===== src/rtl/rgb2gray_pipe.sv =====
// rtl/rgb2gray_pipe.sv - 3-stage RGB-to-gray converter with brightness offset, clamp and saturation counter
// Optional build macro: GRAY_ROUND_EN (round-half-up before the weight shift).
module rgb2gray_pipe #(
    parameter int PIX_W = 8,
    parameter int LVL_W = 4,
    parameter int STEP  = 20,
    parameter int WR    = 77,
    parameter int WG    = 150,
    parameter int WB    = 29,
    parameter int SHIFT = 8,
    parameter int CNT_W = 16
) (
    input  logic             clk,
    input  logic             rst_n,
    input  logic             in_valid,
    output logic             in_ready,
    input  logic [PIX_W-1:0] in_r,
    input  logic [PIX_W-1:0] in_g,
    input  logic [PIX_W-1:0] in_b,
    input  logic             in_sof,
    input  logic             in_last,
    input  logic [LVL_W-1:0] level,
    output logic             out_valid,
    input  logic             out_ready,
    output logic [PIX_W-1:0] out_gray,
    output logic             out_last,
    output logic             frame_done,
    output logic [CNT_W-1:0] sat_cnt
);

    localparam int PROD_W = PIX_W + SHIFT;
    localparam int SUM_W  = PIX_W + LVL_W + SHIFT;

    localparam logic [PROD_W-1:0] WR_C    = PROD_W'(WR);
    localparam logic [PROD_W-1:0] WG_C    = PROD_W'(WG);
    localparam logic [PROD_W-1:0] WB_C    = PROD_W'(WB);
    localparam logic [SUM_W-1:0]  STEP_C  = SUM_W'(STEP);
    localparam logic [SUM_W-1:0]  MAX_C   = SUM_W'((1 << PIX_W) - 1);
    localparam logic [CNT_W-1:0]  CNT_MAX = {CNT_W{1'b1}};
`ifdef GRAY_ROUND_EN
    localparam logic [SUM_W-1:0]  RND_C   = SUM_W'(1) << (SHIFT - 1);
`else
    localparam logic [SUM_W-1:0]  RND_C   = '0;
`endif

    logic              adv;
    logic              in_acc;
    logic              out_acc;
    logic [SUM_W-1:0]  wsum;
    logic [SUM_W-1:0]  lvl_term;
    logic              clamp;

    logic [LVL_W-1:0]  lvl_q, lvl_d;
    logic              v1_q, v1_d, v2_q, v2_d, v3_q, v3_d;
    logic              last1_q, last1_d, last2_q, last2_d, last3_q, last3_d;
    logic [PROD_W-1:0] prod_r_q, prod_r_d, prod_g_q, prod_g_d, prod_b_q, prod_b_d;
    logic [SUM_W-1:0]  val2_q, val2_d;
    logic [PIX_W-1:0]  gray3_q, gray3_d;
    logic              clamp3_q, clamp3_d;
    logic              fd_q, fd_d;
    logic [CNT_W-1:0]  sat_q, sat_d;

    always_comb begin
        adv      = ~v3_q | out_ready;
        in_acc   = in_valid & adv;
        out_acc  = v3_q & out_ready;

        // The sof beat loads lvl_q at the same edge it enters S1, so it
        // meets the new level one cycle later in S1->S2; older pixels
        // leaving S1 on that same edge still see the previous frame's level.
        lvl_d    = (in_acc & in_sof) ? level : lvl_q;

        wsum     = {{LVL_W{1'b0}}, prod_r_q} + {{LVL_W{1'b0}}, prod_g_q}
                 + {{LVL_W{1'b0}}, prod_b_q} + RND_C;
        lvl_term = {{(SUM_W-LVL_W){1'b0}}, lvl_q} * STEP_C;
        clamp    = val2_q > MAX_C;

        v1_d     = v1_q;
        last1_d  = last1_q;
        prod_r_d = prod_r_q;
        prod_g_d = prod_g_q;
        prod_b_d = prod_b_q;
        v2_d     = v2_q;
        last2_d  = last2_q;
        val2_d   = val2_q;
        v3_d     = v3_q;
        last3_d  = last3_q;
        gray3_d  = gray3_q;
        clamp3_d = clamp3_q;
        if (adv) begin
            v1_d     = in_valid;
            last1_d  = in_last;
            prod_r_d = {{SHIFT{1'b0}}, in_r} * WR_C;
            prod_g_d = {{SHIFT{1'b0}}, in_g} * WG_C;
            prod_b_d = {{SHIFT{1'b0}}, in_b} * WB_C;
            v2_d     = v1_q;
            last2_d  = last1_q;
            val2_d   = (wsum >> SHIFT) + lvl_term;
            v3_d     = v2_q;
            last3_d  = last2_q;
            gray3_d  = clamp ? {PIX_W{1'b1}} : val2_q[PIX_W-1:0];
            clamp3_d = clamp;
        end

        // Clear wins over the count, but a clamped pixel leaving in the
        // clearing cycle still counts toward the new frame.
        sat_d = sat_q;
        if (in_acc & in_sof) begin
            sat_d = (out_acc & clamp3_q) ? CNT_W'(1) : '0;
        end else if (out_acc & clamp3_q & (sat_q != CNT_MAX)) begin
            sat_d = sat_q + CNT_W'(1);
        end

        fd_d = out_acc & last3_q;
    end

    always_ff @(posedge clk or negedge rst_n) begin
        if (!rst_n) begin
            lvl_q    <= '0;
            v1_q     <= 1'b0;
            v2_q     <= 1'b0;
            v3_q     <= 1'b0;
            last1_q  <= 1'b0;
            last2_q  <= 1'b0;
            last3_q  <= 1'b0;
            prod_r_q <= '0;
            prod_g_q <= '0;
            prod_b_q <= '0;
            val2_q   <= '0;
            gray3_q  <= '0;
            clamp3_q <= 1'b0;
            fd_q     <= 1'b0;
            sat_q    <= '0;
        end else begin
            lvl_q    <= lvl_d;
            v1_q     <= v1_d;
            v2_q     <= v2_d;
            v3_q     <= v3_d;
            last1_q  <= last1_d;
            last2_q  <= last2_d;
            last3_q  <= last3_d;
            prod_r_q <= prod_r_d;
            prod_g_q <= prod_g_d;
            prod_b_q <= prod_b_d;
            val2_q   <= val2_d;
            gray3_q  <= gray3_d;
            clamp3_q <= clamp3_d;
            fd_q     <= fd_d;
            sat_q    <= sat_d;
        end
    end

    assign in_ready   = adv;
    assign out_valid  = v3_q;
    assign out_gray   = gray3_q;
    assign out_last   = last3_q;
    assign frame_done = fd_q;
    assign sat_cnt    = sat_q;

endmodule


===== config.mk =====
export PLATFORM = sky130hd
export DESIGN_NAME = rgb2gray_pipe
export DESIGN_NICKNAME = d
export VERILOG_FILES = /design/src/rtl/rgb2gray_pipe.sv
export SDC_FILE = /design/constraint.sdc
export NUM_CORES = 1
export LEC_CHECK = 0
export CAP_MARGIN = 30
export CORE_MARGIN = 5
export CORE_UTILIZATION = 30
export CTS_CLUSTER_SIZE = 10
export DETAILED_ROUTE_END_ITERATION = 7
export PLACE_DENSITY = 0.45
export SYNTH_ARGS = -nofsm -noshare
export SYNTH_HDL_FRONTEND = slang
export SYNTH_SLANG_ARGS = --single-unit
export TNS_END_PERCENT = 10

===== constraint.sdc =====
create_clock -name clk -period 3.6 [get_ports clk]
set_input_delay 0.72 -clock clk [delete_from_list [all_inputs] [get_ports clk]]
set_output_delay 0.72 -clock clk [all_outputs]
set_load 0.05 [all_outputs]

Word level (Yosys, flattened, before mapping)

Cells that the tools add are included.
Widths: inputs -> output; s select.

Logic and storage cells: 38
Register bits after elaboration: 99

Bitwise logic cells: 8
Eq/ne operators: 1
Reduce and logical (&&, ||, !) cells: 1
Mux-type cells: 4
Order comparisons: 1
$mul: 4
Add/sub/neg operators: 4

Operator list:

| operator              | count |
|---|---|
| $mux 16               | 2 |
| $mul 8x7->15 const B  | 2 |
| $gt 20x8->1 const B   | 1 |
| $add 17x13->18        | 1 |
| $add 15x16->17        | 1 |
| $add 16x1->16 const B | 1 |
| $ne 16x16->1 const B  | 1 |
| $mul 8x5->13 const B  | 1 |
| $add 10x9->11         | 1 |
| $mux 8                | 1 |
| $mul 4x3->7 const B   | 1 |
| $and 1x1->1           | 6 |
| $reduce_bool 2->1     | 1 |
| $mux 1                | 1 |
| $not 1->1             | 1 |
| $or 1x1->1            | 1 |

Depth between registers and ports, before layout

Gate-level depths: netlist of the first run.

Word-level depth: 5
Gate-level depth with buffers: 18
Gate-level depth less buffers: 18

Worst setup path before layout of the first run

OpenSTA, ideal clock, no wires.

Path kind: reg2reg
Start: register prod_r_q[3]
End: register val2_q[8]
Clock period less this slack: 3.679 ns
Path slack: -0.079 ns
Data required time: 3.466 ns
Arrival time: 3.545 ns
Cell stages (with the launch flop): 19
Cells stage by stage: dfrtp_1 inv_1 fa_1 inv_1 ha_1 o21a_1 o2bb2ai_1 o21ai_1 a21o_1 a21oi_1 xnor2_1 ha_1 fa_1 a21o_1 a21oi_1 o21bai_1 a21oi_1 xor2_1 o21ai_0

Word-level cells in the longest chain between the ends: 3

Ends and longest elaborated chain:

| item                     | RTL line | text |
|---|---|---|
| start: declaration       | 56       | `logic [PROD_W-1:0] prod_r_q, prod_r_d, prod_g_q, prod_g_d, prod_b_q, prod_b_d;` |
| start signal: assignment | 142      | `prod_r_q <= prod_r_d;` |
| $add 15x16->17           | 73       | `wsum = {{LVL_W{1'b0}}, prod_r_q} + {{LVL_W{1'b0}}, prod_g_q}` |
| $add 17x13->18           | 74       | `+ {{LVL_W{1'b0}}, prod_b_q} + RND_C;` |
| $add 10x9->11            | 98       | `val2_d = (wsum >> SHIFT) + lvl_term;` |
| end signal: assignment   | 145      | `val2_q <= val2_d;` |
| end: declaration         | 57       | `logic [SUM_W-1:0] val2_q, val2_d;` |

Every way passes these cells.
A chain may end at the register's enable or synchronous reset.

Worst setup path in the final report of the first run

Start: input port in_r[3]
End: register prod_r_q[12]

Word-level cells in the longest chain between the ends: 1

Ends and longest elaborated chain:

| item               | RTL line | text |
|---|---|---|
| start: declaration | 17       | `input logic [PIX_W-1:0] in_r,` |
| $mul 8x7->15       | 93       | `prod_r_d = {{SHIFT{1'b0}}, in_r} * WR_C;` |

Every way passes these cells.

==> flow_metrics.tcl, run 1 <==
set metrics [dict create \
    gr-total-overflow 0 \
    coreArea_sq_um 24960 \
    clk_pin_slew_ns 0.07 \
    min_period_over_period_pct 100.0 \
    start_util_pct 30.26 \
    path_class "in -> reg" \
    crit_slowest_cell "fa_1" \
    power.net_switching_mw 4.322 \
    antenna_left 0 \
    clockPowerShare_pct 10.2 \
    grt_pass1_wl_um 28860 \
    clock_skew_ns 0.01271 \
    yosysUniqueCellTypes 53 \
    clkSinkCount 89 \
    slew_violations 0 \
    rsz0062_at_grt "true" \
    fin_util_pct 39.05 \
    die_h_um 168.7 \
    dieArea_sq_um 28460 \
    cp.required_ns 3.80 \
    antenna_found_initial 0 \
    ir_drop_mv 0.6416 \
    post-dp-hpwl_um 13440 \
    die_x_um 168.7 \
    rrSetupSlack_ns 0.02 \
    switching_share_pct 44.25 \
    pre_cts_ws_ns -0.6115 \
    dpl.cell_count 1264 \
    finalNonFillerCells 1282 \
    outcome "finished, violations left" \
    p_seq_share_pct 17.1 \
    vias 5830 \
    worstSetupEndpointType "flip-flop" \
    synth_edf_count 0 \
    syn_inst 801 \
    ys_ff_latch 89 \
    fmax_mhz 277.8 \
    design_area_sq_um 9749 \
    r2r_cells 18 \
    vias_per_cell 4.548 \
    diodes 0 \
    io_buffer_count 61 \
    clk_latency_ns 0.35 \
    p_leak_nw 4.862 \
    fill_cells 2569 \
    avgSynthCellArea_sq_um 9.432 \
    yosysSeqAreaShare_pct 29.48 \
    violations "setup timing" \
    intPower_mw 5.445 \
    dpl_cell_area_sq_um 9225 \
    crit_chain "clkdlybuf4s50_1, ha_1, ha_1, inv_1, fa_1, fa_1, inv_1, ha_1, or2_2, a21oi_2, o21bai_1, a31oi_1, xor2_1, o21ai_1" \
    rows 58 \
    path_delay_family "adder cells" \
    clockRootBuffer "clkbuf_16" \
    grt_pass1_vias 5930 \
    worst_ep_arrival_time_ns 3.80 \
    groute.usage.overall_pct 12.33 \
    grt_max_degree 53 \
    cap_viol_max_count 0 \
    route.detailed.drc 0 \
    pwr-share-comb_pct 72.7 \
    cts_made_buffers 9 \
    gp_congestion 0.7789 \
    dr.pass1.iters 4 \
    hp-class "in -> async" \
    p_per_area_nw_per_um2 1002 \
    syn_to_final_growth_pct 29.05 \
    ys_warn_count 0 \
    finalHoldViolCount 0 \
    synth_nets 1001 \
    period_needed_ns 3.600 \
    routed_wl_um 16730 \
    fin_tns_setup_ns -0.0003486 \
    slowest_delay_ns 0.49 \
    total_power_mw 9.768 \
    ios 62 \
    drtIter0Drc 203 \
    crit_fanout 2 \
    fin_nets 1147 \
    worstMarginPinSlew_ns 0.6513 \
    clk_path_buf_depth 2 \
    drive_gt1_share_pct 17.86 \
    holdWs_ns 0.3859 \
    slew_headroom_pct 56.58 \
    synth_ff_type "dfrtp_1" \
    crit_buf_inv 3 \
    htreeDepth 3 \
    cp-start-kind "input port" \
    cts_tree "done" \
    path_common_cell "ha_1" \
    rr_startpoint "prod_r_q[3]" \
    routedWlPerCell_um 13.05 \
    async_flop_share_pct 100.0 \
    layout_common_cells "ha_1 (118), inv_1 (100), buf_4 (92)" \
    final_common_cell "ha_1" \
    setup_violations 1 \
    fin_ws_ns -0.0003486 \
    r2r_end "val2_q[8]" \
    syn_area_sq_um 7555 \
]
==> sequential cells by signal, indices dropped and copies added, names as in the netlist, 4 cells and up <==
register / cells
out_gray: 8
prod_b_q: 13
lvl_q: 4
sat_cnt: 16
val2_q: 10
prod_g_q: 15
prod_r_q: 15
==> area by class of cell <==
cell class	count	area [sq um]	area share, %
timing repair buffer	155	1335	13.69
multi-input combinational	588	5069	51.99
sequential	89	2228	22.86
tap	330	412.9	4.235
clock buffer	10	239.0	2.451
inverter	104	392.9	4.030
clock inverter	6	72.57	0.7444
==> what timing repair did <==
| action | CTS | global route |
|---|---|---|
| hold buffers | 0 | 0 |
| endpoints found under the setup margin | 19 | 22 |
| resized for setup | 22 | 31 |
| setup buffers | 0 | 2 |
| pin swaps | 10 | 19 |
==> power groups by stage <==
stage               registers (mW)  logic [mW]  clock network (mW)
floorplan                     1.82        4.34                   0
global placement              1.70        6.39                   0
detailed placement            1.70        6.42                   0
CTS                           1.68        6.64                1.03
global route                  1.73        8.00                1.07
finish                        1.67        7.10               0.997
==> cell usage after synthesis, types with 8 or more instances <==
master    instances  share of area, %
ha_1            126                21
inv_1           103               5.1
dfrtp_1          89                29
nand2_1          88               4.4
nor2_1           53               2.6
a21oi_1          47               3.1
fa_1             40                11
o21ai_0          35               2.3
xor2_1           33               3.8
nand3_1          21               1.4
a21o_1           19               1.9
xnor2_1          16               1.9
clkbuf_1         12              0.60
buf_2             8              0.53
o21ai_1           8              0.53
==> per-layer routing <==
layer	wire (um)	track usage (%)	vias to the layer above
met5	0	0	-
met4	190	3.176	0
met3	434	1.985	10
met2	8144	21.02	64
met1	7960	16.34	2749
li1	-	-	3007
==> logic make-up after synthesis <==
| kind of cell | share of synthesized area [%] |
|---|---|
| buf+inv | 6.293 |
| xor+xnor | 5.681 |
| fa+ha+maj | 31.47 |
| flops | 29.48 |
| compound gates | 13.58 |
| simple gates | 12.77 |
| mux | 0.7287 |
==> worst register-to-register path, stage by stage, from the launching register on <==
cell and delay (ns):
dfrtp_1 0.34, inv_2 0.05, fa_1 0.53, inv_1 0.04, ha_1 0.28, o21a_1 0.20
o2bb2ai_4 0.16, buf_6 0.13, a221oi_4 0.06, a2111oi_4 0.31, buf_4 0.20, a21oi_2 0.05
xor2_1 0.14, ha_1 0.31, a21oi_2 0.18, o21bai_1 0.08, a21oi_1 0.15, xor2_1 0.15
o21ai_0 0.08
==> worst max path at each step <==
| stage | from | endpoint | slack, ns | cells after the start |
|---|---|---|---|---|
| floorplan | prod_r_q[3] | val2_q[8] | 0.007 | 18 |
| global placement | in_r[5] | prod_r_q[12] | -0.58 | 14 |
| detailed placement | in_r[6] | prod_r_q[12] | -0.61 | 14 |
| CTS | prod_g_q[2] | val2_q[8] | -0.05 | 16 |
| global route | prod_r_q[3] | val2_q[8] | -0.21 | 18 |
| finish | in_r[3] | prod_r_q[12] | -0.0003 | 14 |
Power figures use the tool's default switching activity.
==> run 2, diff against run 1 <==
Settings changed: SLEW_MARGIN set to 20.
Clock period 3.6 ns to 3.1 ns, I/O delays scaled along.
==> run 2 against run 1 <==
Compared with the run above: the run still ends with setup timing left; sequential power increased by 16%; worst setup slack lost 0.41 ns; wire length about the same; total power increased by 21%; critical path depth is 4 higher; largest power group unchanged; highest routed layer unchanged.
==> flow_metrics.tcl, run 2 (synthesis gave the netlist of run 1 again) <==
set metrics [dict create \
    fmax_mhz 284.5 \
    p_per_area_nw_per_um2 1176 \
    outcome "finished, violations left" \
    cp-start-kind "flip-flop" \
    holdWs_ns 0.2416 \
    cts_tree "done" \
    ir_drop_mv 0.9233 \
    groute.usage.overall_pct 12.52 \
    clockRootBuffer "clkbuf_16" \
    dr.pass1.iters 4 \
    slowest_delay_ns 0.53 \
    rsz0062_at_grt "true" \
    syn_to_final_growth_pct 32.48 \
    layout_common_cells "buf_4 (116), ha_1 (111), inv_1 (99)" \
    violations "setup timing" \
    grt_max_degree 51 \
    finalHoldViolCount 0 \
    dpl.cell_count 1287 \
    antenna_found_initial 0 \
    hp-class "in -> async" \
    power.net_switching_mw 5.081 \
    cap_viol_max_count 0 \
    ios 62 \
    clk_pin_slew_ns 0.07 \
    fin_ws_ns -0.4151 \
    start_util_pct 30.26 \
    route.detailed.drc 0 \
    routedWlPerCell_um 12.82 \
    crit_fanout 2 \
    fill_cells 2576 \
    fin_tns_setup_ns -3.707 \
    die_x_um 168.7 \
    total_power_mw 11.77 \
    rows 58 \
    crit_buf_inv 2 \
    path_delay_family "compound AO/OA/AOI/OAI gates" \
    crit_slowest_cell "fa_1" \
    clk_path_buf_depth 2 \
    routed_wl_um 16730 \
    p_leak_nw 4.977 \
    diodes 0 \
    worst_ep_arrival_time_ns 3.74 \
    p_seq_share_pct 16.4 \
    cts_made_buffers 9 \
    vias 5906 \
    grt_pass1_vias 6138 \
    dieArea_sq_um 28460 \
    path_class "reg -> reg" \
    htreeDepth 3 \
    fin_nets 1170 \
    slew_headroom_pct 59.39 \
    final_common_cell "buf_4" \
    slew_violations 0 \
    pwr-share-comb_pct 74.4 \
    intPower_mw 6.692 \
    coreArea_sq_um 24960 \
    cp.required_ns 3.33 \
    ctsHoldBuffers 0 \
    finalNonFillerCells 1305 \
    crit_chain "inv_2, fa_1, inv_1, ha_1, o21a_1, o2bb2ai_4, o21ai_2, a21o_1, a21oi_2, xnor2_1, ha_2, fa_2, a21o_1, a21oi_2, o21bai_1, a21oi_1, xor2_1, o21ai_1" \
    post-dp-hpwl_um 13610 \
    worstMarginPinSlew_ns 0.6050 \
    gr-total-overflow 0 \
    clk_latency_ns 0.36 \
    drtIter0Drc 191 \
    grt_pass1_wl_um 29400 \
    vias_per_cell 4.526 \
    clockPowerShare_pct 9.2 \
    io_buffer_count 61 \
    switching_share_pct 43.16 \
    setup_violations 20 \
    clock_skew_ns 0.01232 \
    die_h_um 168.7 \
    period_needed_ns 3.515 \
    min_period_over_period_pct 113.4 \
    gp_congestion 0.7436 \
    clkSinkCount 89 \
    largest_register_ffs 16 \
    drive_gt1_share_pct 22.26 \
    antenna_left 0 \
    worstSetupEndpointType "flip-flop" \
    fin_util_pct 40.09 \
]
run 2: changes by cell type in the layout (fill, tap and decap cells not counted), sizes merged:
cell and change:
clkdlybuf4s50 -9, clkinv -1, inv +2, clkbuf +1, clkinvlp +1, clkdlybuf4s15 +4, dlymetal6s2s +1, bufinv -1
buf +25
run 2: per-stage QoR:
stage                     instance area (sq um)  setup WS [ns]
final                                     10010        -0.4151
after global routing                      10010        -0.7223
after CTS                                  9921        -0.4521
after detailed placement                   9497        -0.9296
after global placement                     9497        -0.8860
after floorplan                            7667        -0.2857
run 2: worst reg2reg max path: stages (launching register included):
cell and delay [ns]:
dfrtp_1 0.34, inv_2 0.05, fa_1 0.53, inv_1 0.04
ha_1 0.27, o21a_1 0.20, o2bb2ai_4 0.17, o21ai_2 0.08
a21o_1 0.17, a21oi_2 0.13, xnor2_1 0.09, ha_2 0.19
fa_2 0.34, a21o_1 0.19, a21oi_2 0.14, o21bai_1 0.08
a21oi_1 0.16, xor2_1 0.17, o21ai_1 0.07
run 2: area by class of cell:
class	count	area [sq um]	area share, %
Clock buffer	9	225.2	2.250
Timing Repair Buffer	178	1490	14.89
Inverter	104	390.4	3.901
Clock inverter	7	61.31	0.6126
Tap cell	330	412.9	4.126
Multi-Input combinational cell	588	5201	51.97
Sequential cell	89	2227	22.25
run 2: worst paths after layout:
kind	start	slack (ns)	end	depth (start not counted)
worst min register to register	v2_q	0.47	v2_q	2
min in group clk	v2_q	0.47	v2_q	2
max in group asynchronous	rst_n	2.19	prod_g_q[10]	2
worst max-delay path	prod_r_q[3]	-0.42	val2_q[8]	18
worst min-delay path	rst_n	0.24	last2_q	1
worst max register to register	prod_r_q[3]	-0.42	val2_q[8]	18
run 2: power by group through the flow:
stage / sequential, mW / clock (mW) / combinational, mW
2_1_floorplan: 2.11 / 0 / 5.19
3_3_place_gp: 1.97 / 0 / 8.09
3_5_place_dp: 1.97 / 0 / 8.13
4_1_cts: 1.95 / 1.13 / 8.78
5_1_grt: 2.00 / 1.18 / 9.95
6_report: 1.93 / 1.08 / 8.76
run 2: timing repair:
action | in CTS | in global routing
buffers inserted | 2 | 0
pin swaps | 24 | 12
setup endpoints to repair | 30 | 29
resized for setup | 57 | 20
run 2: metal layers:
metal	track usage (%)	up-vias	share of wire (%)	wire length (um)
met5	0	-	0	0
met2	21.44	60	49	8122
li1	-	3046	-	-
met1	16.44	2786	47	7940
met4	3.211	0	1.4	236
met3	2.149	14	2.6	435
